**src/rtl/mem_ctrl_pkg.sv**
```systemverilog
// Shared state encoding and constants for the MEM-stage memory sequencer.
// Latency: none (declarations only).
// Backpressure: none (declarations only).
package mem_ctrl_pkg;

  typedef enum logic [1:0] {
    IDLE = 2'd0,
    BUSY = 2'd1,
    DONE = 2'd2
  } state_e;

  localparam int TIMEOUT_DEF = 64;

  // Value returned to MEM/WB for stores and for aborted (timed-out) accesses.
  localparam logic [31:0] RDATA_ABORT = 32'h0;

endpackage

```
**src/rtl/sat_counter.sv**
```systemverilog
// Saturating up-counter: counts enabled cycles and sticks at all-ones.
// Latency: count reflects an enabled cycle one clock later.
// Backpressure: none; en_i is sampled every cycle.
module sat_counter #(
  parameter int W = 32
) (
  input  logic         clk_i,
  input  logic         rst_i,
  input  logic         en_i,
  output logic [W-1:0] count_o
);

  logic [W-1:0] count_q, count_d;

  // Next count: increment when enabled unless already saturated.
  always_comb begin
    count_d = count_q;
    if (en_i && (count_q != {W{1'b1}})) begin
      count_d = count_q + W'(1);
    end
  end

  // Count register with synchronous clear.
  always_ff @(posedge clk_i) begin
    if (rst_i) begin
      count_q <= '0;
    end else begin
      count_q <= count_d;
    end
  end

  assign count_o = count_q;

endmodule

```
**src/rtl/mem_stall_ctrl.sv**
```systemverilog
// MEM-stage sequencer: one req/ack memory transaction per load/store, pipeline frozen meanwhile.
// Latency: ack in BUSY cycle N gives N+1 stall cycles, done_o the cycle after; timeout gives TIMEOUT+1.
// Backpressure: stall_o holds PC..EX/MEM until the access completes; mem_req_o held until ack or timeout.
module mem_stall_ctrl
  import mem_ctrl_pkg::*;
#(
  parameter int TIMEOUT = TIMEOUT_DEF,
  parameter int CNT_W   = 32
) (
  input  logic             clk_i,
  input  logic             rst_i,
  input  logic             MemRead_i,
  input  logic             MemWrite_i,
  input  logic [31:0]      addr_i,
  input  logic [31:0]      wdata_i,
  output logic             mem_req_o,
  output logic             mem_we_o,
  output logic [31:0]      mem_addr_o,
  output logic [31:0]      mem_wdata_o,
  input  logic             mem_ack_i,
  input  logic [31:0]      mem_rdata_i,
  output logic             stall_o,
  output logic [31:0]      rdata_o,
  output logic             done_o,
  output logic             err_o,
  output logic [CNT_W-1:0] stall_cnt_o
);

  localparam int TO_W = $clog2(TIMEOUT);
  localparam logic [TO_W-1:0] TO_LAST = TO_W'(TIMEOUT - 1);

  state_e          state_q, state_d;
  logic [TO_W-1:0] to_cnt_q, to_cnt_d;
  logic            req_q, req_d;
  logic            we_q, we_d;
  logic [31:0]     addr_q, addr_d;
  logic [31:0]     wdata_q, wdata_d;
  logic [31:0]     rdata_q, rdata_d;
  logic            err_q, err_d;

  // Next state, latched transaction fields, and the combinational stall/done strobes.
  always_comb begin
    state_d  = state_q;
    to_cnt_d = to_cnt_q;
    req_d    = req_q;
    we_d     = we_q;
    addr_d   = addr_q;
    wdata_d  = wdata_q;
    rdata_d  = rdata_q;
    err_d    = err_q;
    stall_o  = 1'b0;
    done_o   = 1'b0;

    unique case (state_q)
      IDLE: begin
        if (MemRead_i || MemWrite_i) begin
          stall_o  = 1'b1;
          state_d  = BUSY;
          req_d    = 1'b1;
          // Read+write together is treated as a write.
          we_d     = MemWrite_i;
          addr_d   = addr_i;
          wdata_d  = wdata_i;
          to_cnt_d = '0;
        end
      end
      BUSY: begin
        stall_o = 1'b1;
        if (mem_ack_i) begin
          // Ack beats a simultaneous timeout; stores return zero.
          rdata_d = we_q ? RDATA_ABORT : mem_rdata_i;
          req_d   = 1'b0;
          state_d = DONE;
        end else if (to_cnt_q == TO_LAST) begin
          rdata_d = RDATA_ABORT;
          err_d   = 1'b1;
          req_d   = 1'b0;
          state_d = DONE;
        end else begin
          to_cnt_d = to_cnt_q + TO_W'(1);
        end
      end
      DONE: begin
        // Pipeline advances at this edge; the next EX/MEM op is looked at in IDLE.
        done_o  = 1'b1;
        state_d = IDLE;
      end
      default: begin
        state_d = IDLE;
      end
    endcase
  end

  // State and registered outputs; reset abandons any in-flight request.
  always_ff @(posedge clk_i) begin
    if (rst_i) begin
      state_q  <= IDLE;
      to_cnt_q <= '0;
      req_q    <= 1'b0;
      we_q     <= 1'b0;
      addr_q   <= '0;
      wdata_q  <= '0;
      rdata_q  <= '0;
      err_q    <= 1'b0;
    end else begin
      state_q  <= state_d;
      to_cnt_q <= to_cnt_d;
      req_q    <= req_d;
      we_q     <= we_d;
      addr_q   <= addr_d;
      wdata_q  <= wdata_d;
      rdata_q  <= rdata_d;
      err_q    <= err_d;
    end
  end

  sat_counter #(
    .W(CNT_W)
  ) u_stall_cnt (
    .clk_i  (clk_i),
    .rst_i  (rst_i),
    .en_i   (stall_o),
    .count_o(stall_cnt_o)
  );

  assign mem_req_o   = req_q;
  assign mem_we_o    = we_q;
  assign mem_addr_o  = addr_q;
  assign mem_wdata_o = wdata_q;
  assign rdata_o     = rdata_q;
  assign err_o       = err_q;

endmodule

```
**config.mk**
```make
export PLATFORM = sky130hd
export DESIGN_NAME = mem_stall_ctrl
export DESIGN_NICKNAME = d
export VERILOG_FILES = /design/src/rtl/mem_ctrl_pkg.sv /design/src/rtl/sat_counter.sv /design/src/rtl/mem_stall_ctrl.sv
export SDC_FILE = /design/constraint.sdc
export NUM_CORES = 1
export LEC_CHECK = 0
export CAP_MARGIN = 10
export CORE_MARGIN = 10
export CORE_UTILIZATION = 42
export CTS_CLUSTER_DIAMETER = 150
export CTS_CLUSTER_SIZE = 16
export DETAILED_ROUTE_END_ITERATION = 8
export PLACE_DENSITY_LB_ADDON = 0.15
export SYNTH_ARGS = -nofsm -noshare
export SYNTH_HDL_FRONTEND = slang
export SYNTH_SLANG_ARGS = --single-unit
export TNS_END_PERCENT = 50
```
**constraint.sdc**
```tcl
create_clock -name clk_i -period 3.3 [get_ports clk_i]
set_input_delay 0.66 -clock clk_i [delete_from_list [all_inputs] [get_ports clk_i]]
set_output_delay 0.66 -clock clk_i [all_outputs]
set_load 0.01 [all_outputs]
```
After elaboration in Yosys (flattened, before gate mapping)

Cells that the tools add are included.

Memories: 0
Register bits after elaboration: 139
Output and inout bits: 133
Memory bits (read-only): 0
Memory bits (writable): 0
Latch bits: 0

Shift-type cells: 0
Multiply operators: 0
Bitwise logic cells: 1
Magnitude comparators: 0
Reduce and logical (&&, ||, !) cells: 11
Muxes and demuxes: 18
Divide/modulo/power cells: 0
Add/subtract/negate cells: 2
Equal/unequal tests: 8

Operators with widths:

| operator                                                              | count |
|---|---|
| 32-bit 2-to-1 mux                                                     | 3 |
| 32-bit by 1-bit adder with 32-bit output, second input constant       | 1 |
| 32-bit inequality test, second input constant                         | 1 |
| 6-bit 2-to-1 mux                                                      | 3 |
| 6-bit one-hot mux with 2 select lines                                 | 1 |
| 6-bit by 1-bit adder with 6-bit output, second input constant         | 1 |
| 6-bit equality test, second input constant                            | 1 |
| 2-bit 2-to-1 mux                                                      | 3 |
| 2-bit inequality test, second input constant                          | 3 |
| 2-bit AND reduction                                                   | 3 |
| 3-bit AND reduction                                                   | 2 |
| 1-bit 2-to-1 mux                                                      | 5 |
| 1-bit one-hot mux with 2 select lines                                 | 2 |
| 2-bit one-hot mux with 2 select lines                                 | 1 |
| 4-bit AND reduction                                                   | 1 |
| 2-bit nonzero test                                                    | 2 |
| 3-bit inequality test, second input constant                          | 1 |
| 2-bit by 1-bit equality test with 1-bit output, second input constant | 1 |
| 2-bit equality test, second input constant                            | 1 |
| 2-bit zero test                                                       | 1 |
| 1-bit logical AND                                                     | 1 |
| 1-bit logical OR                                                      | 1 |
| 1-bit inverter                                                        | 1 |

Longest topological paths before layout

Gate-level depths: netlist of run 1.

Word-level depth: 4
Gate-level depth with buffers: 7
Mapped depth without buffers: 6

By module

Synthesis of run 1 repeated with hierarchy kept, for this count alone.

Cell total of the unflattened synthesis: 619
Area, all modules: 5451.5 sq um

By module, submodules not included:

| module         | sequential area each (sq um) | instances | cells an instance | area each (sq um) |
|---|---|---|---|---|
| mem_stall_ctrl | 2142.1                       | 1         | 420               | 3777.4 |
| sat_counter    | 640.6                        | 1         | 199               | 1674.1 |

Worst setup path before layout of run 1

Ideal clock, no wire load.

Kind: register to register
Start point: register u_stall_cnt.count_q[0], in the netlist u_stall_cnt.count_o[0]
End point: register u_stall_cnt.count_q[30], in the netlist u_stall_cnt.count_o[30]
Setup slack: 0.872 ns
Data arrival time: 2.358 ns
Required time: 3.230 ns
Stages on the path, launching flop included: 8
Path through: dfxtp_1 > ha_1 > nand4_2 > or4_4 > buf_6 > or4b_4 > or3_1 > a21oi_1

Word-level cells in the longest chain between the ends: 2
Elaborated cells on any way between the ends: 3
Those cells by class: 1 x add/sub; 1 x eq/ne; 1 x reduce/logical

Ends and longest elaborated chain:

| what                                                                             | line              | source |
|---|---|---|
| from (decl)                                                                      | sat_counter.sv:13 | `logic [W-1:0] count_q, count_d;` |
| from (signal assigned)                                                           | sat_counter.sv:28 | `count_q <= count_d;` |
| branches (longest 2 deep; another with 32-bit by 1-bit adder with 32-bit output) | -                 |  |

Parallel ways; which one is timed is not known.
A chain may end at the register's enable or synchronous reset.

Final worst setup path of run 1

Start point: input MemWrite_i
End point: output stall_o

Word-level cells in the longest chain between the ends: 3

Ends and longest elaborated chain:

| what                                  | line                 | source |
|---|---|---|
| from (decl)                           | mem_stall_ctrl.sv:13 | `input logic MemWrite_i,` |
| 1-bit logical OR                      | mem_stall_ctrl.sv:56 | `if (MemRead_i \|\| MemWrite_i) begin` |
| 1-bit 2-to-1 mux                      | mem_stall_ctrl.sv:56 |  |
| 1-bit one-hot mux with 2 select lines | mem_stall_ctrl.sv:54 | `unique case (state_q)` |
| to (decl)                             | mem_stall_ctrl.sv:22 | `output logic stall_o,` |

No other way between the ends.

==> results of run 1 <==
## final cells by class
cell class,count,area [um2],share of cell area (%)
multi-input cells,465,2450,28.9
flip-flops and latches,139,2780,32.7
repair buffers,242,2410,28.4
clock inverters,12,170,2.00
well taps,172,215,2.53
clock buffers,20,457,5.37
inverters,3,11.3,0.132
## through the flow
stage          total power [mW]  hold slack [ns]
5_1_grt                    4.72            0.478
3_3_place_gp               2.56            0.441
2_1_floorplan              2.17            0.448
6_report                   4.53            0.450
3_5_place_dp               2.58            0.446
4_1_cts                    4.58            0.453
## final timing paths
check                                          to  cells past startpoint
min reg2reg          mem_wdata_o[24]$_SDFFE_PP0P_                      2
max reg2reg  u_stall_cnt.count_o[28]$_SDFFE_PP0P_                      6
max                                       stall_o                      4
min                  mem_wdata_o[24]$_SDFFE_PP0P_                      2
## worst min-delay path, stage by stage (launching register included)
cell and delay, ns:
dfxtp_1 0.30, nand2_1 0.05, a21oi_1 0.05
## cell families (layout without fill, tap and decap cells)
group / Yosys count / after routing
DFF: 139 / 139
and+or+nand+nor: 289 / 289
AOI/OAI and AO/OA: 158 / 158
adders and majority gates: 2 / 2
xor gates and xnor gates: 12 / 12
buffers and inverters: 45 / 277
muxes: 4 / 4
## registers in the layout (all words and copies together), names as in the netlist, 2 cells and up
signal	flops
mem_addr_o	32
mem_wdata_o	32
rdata_o	32
state_q	2
to_cnt_q	6
u_stall_cnt.count_o	32
## synth_stat cells, drive strengths merged, types with 2 or more instances
master	number
a211oi	5
a21oi	85
a22oi	34
a311oi	3
and3	2
and4	4
buf	3
clkbuf	39
dfxtp	139
ha	2
inv	3
mux2i	3
nand2	152
nand2b	3
nand3	10
nand4	12
nor2	65
nor2b	5
nor3	7
nor4	4
o21a	2
o21ai	13
o31ai	11
o32ai	2
or3	7
or4	11
or4b	2
xnor2	9
xor2	3
## layer usage
layer / wire length [um] / vias up / part of all wire, % / GRT usage, %
li1: - / 2702 / - / -
met1: 7030 / 2520 / 40 / 21.5
met3: 1780 / 17 / 10 / 8.98
met2: 8380 / 212 / 48 / 30.8
met5: 0 / - / 0 / 0
met4: 263 / 0 / 1.5 / 6.95
## power by group
part | switching (mW) | total (mW) | leakage (nW) | internal, mW
clock network | 0.692 | 1.99 | 0.298 | 1.30
logic | 0.331 | 0.695 | 1.55 | 0.364
registers | 0.0632 | 1.84 | 1.14 | 1.78
==> out/qor.txt, run 1 <==
via count = 5,451
routability cong. = 0.855
Total Routing Usage GR = 19.1%
Adder-Cell Fraction of Synth Area = 0.464%
layout cells sized above 1 = 6.13%
Setup WS pre-CTS = 0.161 ns
TritonCTS Buffers = 17
crit-path max FO = 4
Iteration-0 DRC Markers = 273
crit path DAT = 2.42 ns
dpl hpwl = 12,900 um
row cnt = 41
Synth Area in XOR/XNOR = 1.95%
Post-Syn Nets = 752
Longest Clk Path Bufs = 2
commonest cells after routing, fill and taps aside = clkdlybuf4s50_1 (232), nand2_1 (152), dfxtp_1 (139), a21oi_1 (85), nor2_1 (64)
Simple-Gate Fraction of Synth Area = 24.3%
fillers = 1,039
Crit-path slowest cell = clkdlybuf4s50_1
final setup vio count = 0
Detail Route Antenna Nets = 0
n_diodes = 0
Clock transition at path regs = 0.05 ns
CP cell instances = clkdlybuf4s50_1 -> nor3_1 -> nor2_1 -> clkdlybuf4s50_1
Synth Area in Compound Gates = 17.7%
antenna violations before repair = 0
cell count after synthesis = 649
Core Footprint = 12,600 um2
Worst Hold Class = reg2reg
unrepaired setup endpoints after global routing = no
most common cell after layout, fill and taps aside = clkdlybuf4s50_1
total negative setup slack = 0 ns
Post-synth EDFFs = 0
status = finished clean
Max Clk Rate = 325 MHz
GRT overflow = 0
Max Slew Vio Count = 0
die width = 133 um
WL/cell = 16.6 um
worst endpoint required time = 2.64 ns
Setup Fix Bufs, Post-CTS = 0
Vias per Instance = 5.18
Critical Path Max Stage Delay = 0.53 ns
post-synth top area cell = dfxtp_1
max-cap violations = 0
vias in the first global route = 5,341
fin area = 8500 um2
flops & latches, synth = 139
WP buf/inv = 2
Area Overhead vs Synth = 57.5%
Final Util = 67.4%
Startpoint Class = primary input
hold buffers post-CTS = 0
CP most frequent cell = clkdlybuf4s50_1
Worst Setup End Kind = primary output
Area after DPL = 7870 um2
H-tree depth = 4
Crit path max-delay family = buffers and inverters
area share of the largest cell type after synthesis = 51.6%
TritonCTS clock tree = built
clock skew = 0.00687 ns
Main synth FF type = dfxtp_1
nets = 971
HP Start = mem_wdata_o[24]$_SDFFE_PP0P_
worst r2r src = u_stall_cnt.count_o[0]$_SDFFE_PP0P_
R2R Setup Slk = 0.73 ns
hold violation total from the final report = 0
Worst-Skew Late Latency = 0.41 ns
Top-Level Pins = 234
post-CTS sizing = 0
main combinational cell family by area after synthesis = simple AND/OR/NAND/NOR gates
Initial Util = 42.8%
Final WS setup = 0.223 ns
Mean Syn Cell Area = 8.31 um2
yosys warns = 0
synth top area cells = dfxtp_1 (52%), nand2_1 (11%), a21oi_1 (7.9%)
Crit. Startpoint = MemWrite_i
TritonRoute pass-1 iters = 5
final WL = 17,400 um
worst-margin pin slew = 0.881 ns
first-pass GRT wire length = 27,700 um
count of cell types in the netlist = 48
total clock sinks = 139
DP Cell Count = 1,021
largest net degree at the start of global routing = 66
Die Area = 17,800 um2
Die Span Y = 133 um
synthesized cell area = 5400 um2
min cycle time layout = 3.08 ns
pwr dens = 533 nW/um2
CP Class = in2out
sequential-to-total area share from yosys stat = 51.6%
final worst path period share = 93.2%
Clock Root Buffer = clkbuf_16
post-synthesis async set-or-reset flop share = 0%
fin cells = 1,053
Pleak = 2.98 nW
PortBufs = 233
worst vdd ir = 0.283 mV
DR DRC count = 0
slew margin rel. = 40.8%
post-synthesis mux area share = 0.765%
Note: power is estimated with default switching activity, not from simulation.
==> run 2, diff against run 1 <==
- ABC_AREA: default -> 1
- CAP_MARGIN: 10 -> default
- CORE_MARGIN: 10 -> 2
- CORE_UTILIZATION: 42 -> 43
==> run 2 against run 1 <==
First-iteration DRC count up 45%. Worst setup slack better by 0.29 ns. Cell area is 1.8% higher. Global-route usage is 3.9 points higher. Critical endpoint unchanged. Largest power group is now sequential cells.
==> out/qor.txt, run 2 <==
CP cell instances = clkdlybuf4s50_1 -> inv_1 -> nand2_1 -> nand2_2 -> nand2_2 -> clkdlybuf4s50_1
fin cells = 1,223
Initial Util = 43.6%
yosys warns = 0
dpl hpwl = 11,000 um
fillers = 1,153
PortBufs = 233
most common cell after layout, fill and taps aside = clkdlybuf4s50_1
H-tree depth = 4
Vias per Instance = 4.75
synth cell count leaders = nor2_1 (215), nand2_1 (198), dfxtp_1 (139), o21ai_0 (73), a21oi_1 (61)
Crit-path slowest cell = clkdlybuf4s50_1
total negative setup slack = 0 ns
nets = 1,142
flops & latches, synth = 139
crit path DAT = 2.13 ns
Critical Path Max Stage Delay = 0.59 ns
min cycle time layout = 2.79 ns
pwr dens = 485 nW/um2
Iteration-0 DRC Markers = 397
Setup Fix Bufs, Post-CTS = 0
Clock Root Buffer = clkbuf_16
Worst Hold Class = reg2reg
final setup vio count = 0
Area Overhead vs Synth = 51.5%
routability cong. = 0.871
worst-margin pin slew = 0.626 ns
max-cap violations = 0
Sequential Area = 2780 um2
Detail Route Antenna Nets = 0
antenna violations before repair = 0
worst endpoint required time = 2.64 ns
DR DRC count = 0
Max Clk Rate = 358 MHz
unrepaired setup endpoints after global routing = no
Total Routing Usage GR = 22.9%
sequential-to-total area share from yosys stat = 48.7%
Die Area = 14,200 um2
layout cells sized above 1 = 4.49%
Worst-Skew Late Latency = 0.41 ns
total clock sinks = 139
post-CTS sizing = 0
synthesized cell area = 5710 um2
via count = 5,809
Post-synth EDFFs = 0
status = finished clean
Setup WS pre-CTS = 0.492 ns
n_diodes = 0
worst vdd ir = 0.467 mV
post-synth top area cell = dfxtp_1
synth top area cells = dfxtp_1 (49%), nor2_1 (14%), nand2_1 (13%)
clock skew = 0.00686 ns
hold buffers post-CTS = 0
GRT overflow = 0
Final WS setup = 0.510 ns
slew margin rel. = 58.3%
DP Cell Count = 1,196
die width = 119 um
final worst path period share = 84.6%
count of cell types in the netlist = 29
commonest cells after routing, fill and taps aside = clkdlybuf4s50_1 (232), nor2_1 (214), nand2_1 (198), dfxtp_1 (139), o21ai_0 (73)
largest net degree at the start of global routing = 69
Core Footprint = 13,100 um2
Top-Level Pins = 234
post-synthesis async set-or-reset flop share = 0%
Post-Syn Nets = 922
final WL = 16,100 um
Mean Syn Cell Area = 6.97 um2
Crit. Startpoint = MemWrite_i
worst r2r src = u_stall_cnt.count_o[1]$_SDFFE_PP0P_
TritonCTS clock tree = built
Multi-input gate area = 2630 um2
Max Slew Vio Count = 0
most common cell in the synthesized netlist = nor2_1
row cnt = 42
first-pass GRT wire length = 26,100 um
WL/cell = 13.2 um
Startpoint Class = primary input
Die Span Y = 119 um
TritonCTS Buffers = 17
Clock transition at path regs = 0.05 ns
CP Class = in2out
Main synth FF type = dfxtp_1
HP Start = rdata_o[5]$_SDFFE_PP0P_
crit-path max FO = 8
Worst Setup End Kind = primary output
area share of the largest cell type after synthesis = 48.7%
hold violation total from the final report = 0
cell count after synthesis = 819
Pleak = 3.30 nW
TritonRoute pass-1 iters = 4
Longest Clk Path Bufs = 2
vias in the first global route = 5,303
run 2: cell count changes in the layout (fill, tap and decap cells not counted), moves of 7 or more:
| cell | change |
|---|---|
| xnor2_1 | -8 |
| a22oi_1 | -34 |
| nand2_1 | +46 |
| or3_1 | -7 |
| a21oi_1 | -24 |
| o21ai_0 | +62 |
| or4_1 | -10 |
| nor2_1 | +150 |
| o31ai_1 | -10 |
| inv_1 | +32 |
run 2: power breakdown:
part / switching (mW) / internal (mW)
logic: 0.346 / 0.381
clock network: 0.658 / 0.949
registers: 0.0627 / 1.80
total: 1.07 / 3.13
run 2: worst paths after layout:
path,endpoint,slack [ns],depth (start not counted)
setup / recovery,stall_o,0.51,6
hold reg to reg,rdata_o[5]$_SDFFE_PP0P_,0.46,2
setup reg to reg,u_stall_cnt.count_o[2]$_SDFFE_PP0P_,1.13,10
hold / removal,rdata_o[5]$_SDFFE_PP0P_,0.46,2
run 2: cell families after synthesis:
logic type                 count (synthesis)  synth area share, %
AOI/OAI and AO/OA                        137                 12.1
xor gates and xnor gates                   9                 1.38
adders and majority gates                  2                0.438
buffers and inverters                     76                 5.39
DFF                                      139                 48.7
and+or+nand+nor                          456                 31.9
run 2: layout make-up:
type | count | share of cell area, %
Sequential cell | 139 | 32.2
Timing Repair Buffer | 239 | 27.7
Multi-Input combinational cell | 604 | 30.3
Inverter | 38 | 1.68
Tap cell | 176 | 2.55
Clock inverter | 5 | 0.289
Clock buffer | 22 | 5.25
run 2: critical path: cells and delay by family:
kind / cells / cell delay [ns]
buffers and inverters: 3 / 1.11
and+or+nand+nor: 3 / 0.36
run 2: routing by layer:
| layer | vias to the layer above | GRT usage, % | wire length [um] |
|---|---|---|---|
| li1 | 3025 | - | - |
| met1 | 2598 | 28.0 | 7050 |
| met2 | 165 | 37.7 | 7480 |
| met3 | 21 | 8.52 | 1300 |
| met4 | 0 | 6.92 | 262 |
| met5 | - | 0 | 0 |
run 2: per-stage QoR:
stage	total power, mW	util [%]	area [um2]	hold WS, ns
after global routing	4.40	66.1	8650	0.480
after detailed placement	2.62	62.4	8170	0.455
after global placement	2.61	62.4	8170	0.448
after CTS	4.23	66.1	8650	0.460
after floorplan	2.21	-	5710	0.458
final	4.19	66.1	8650	0.458
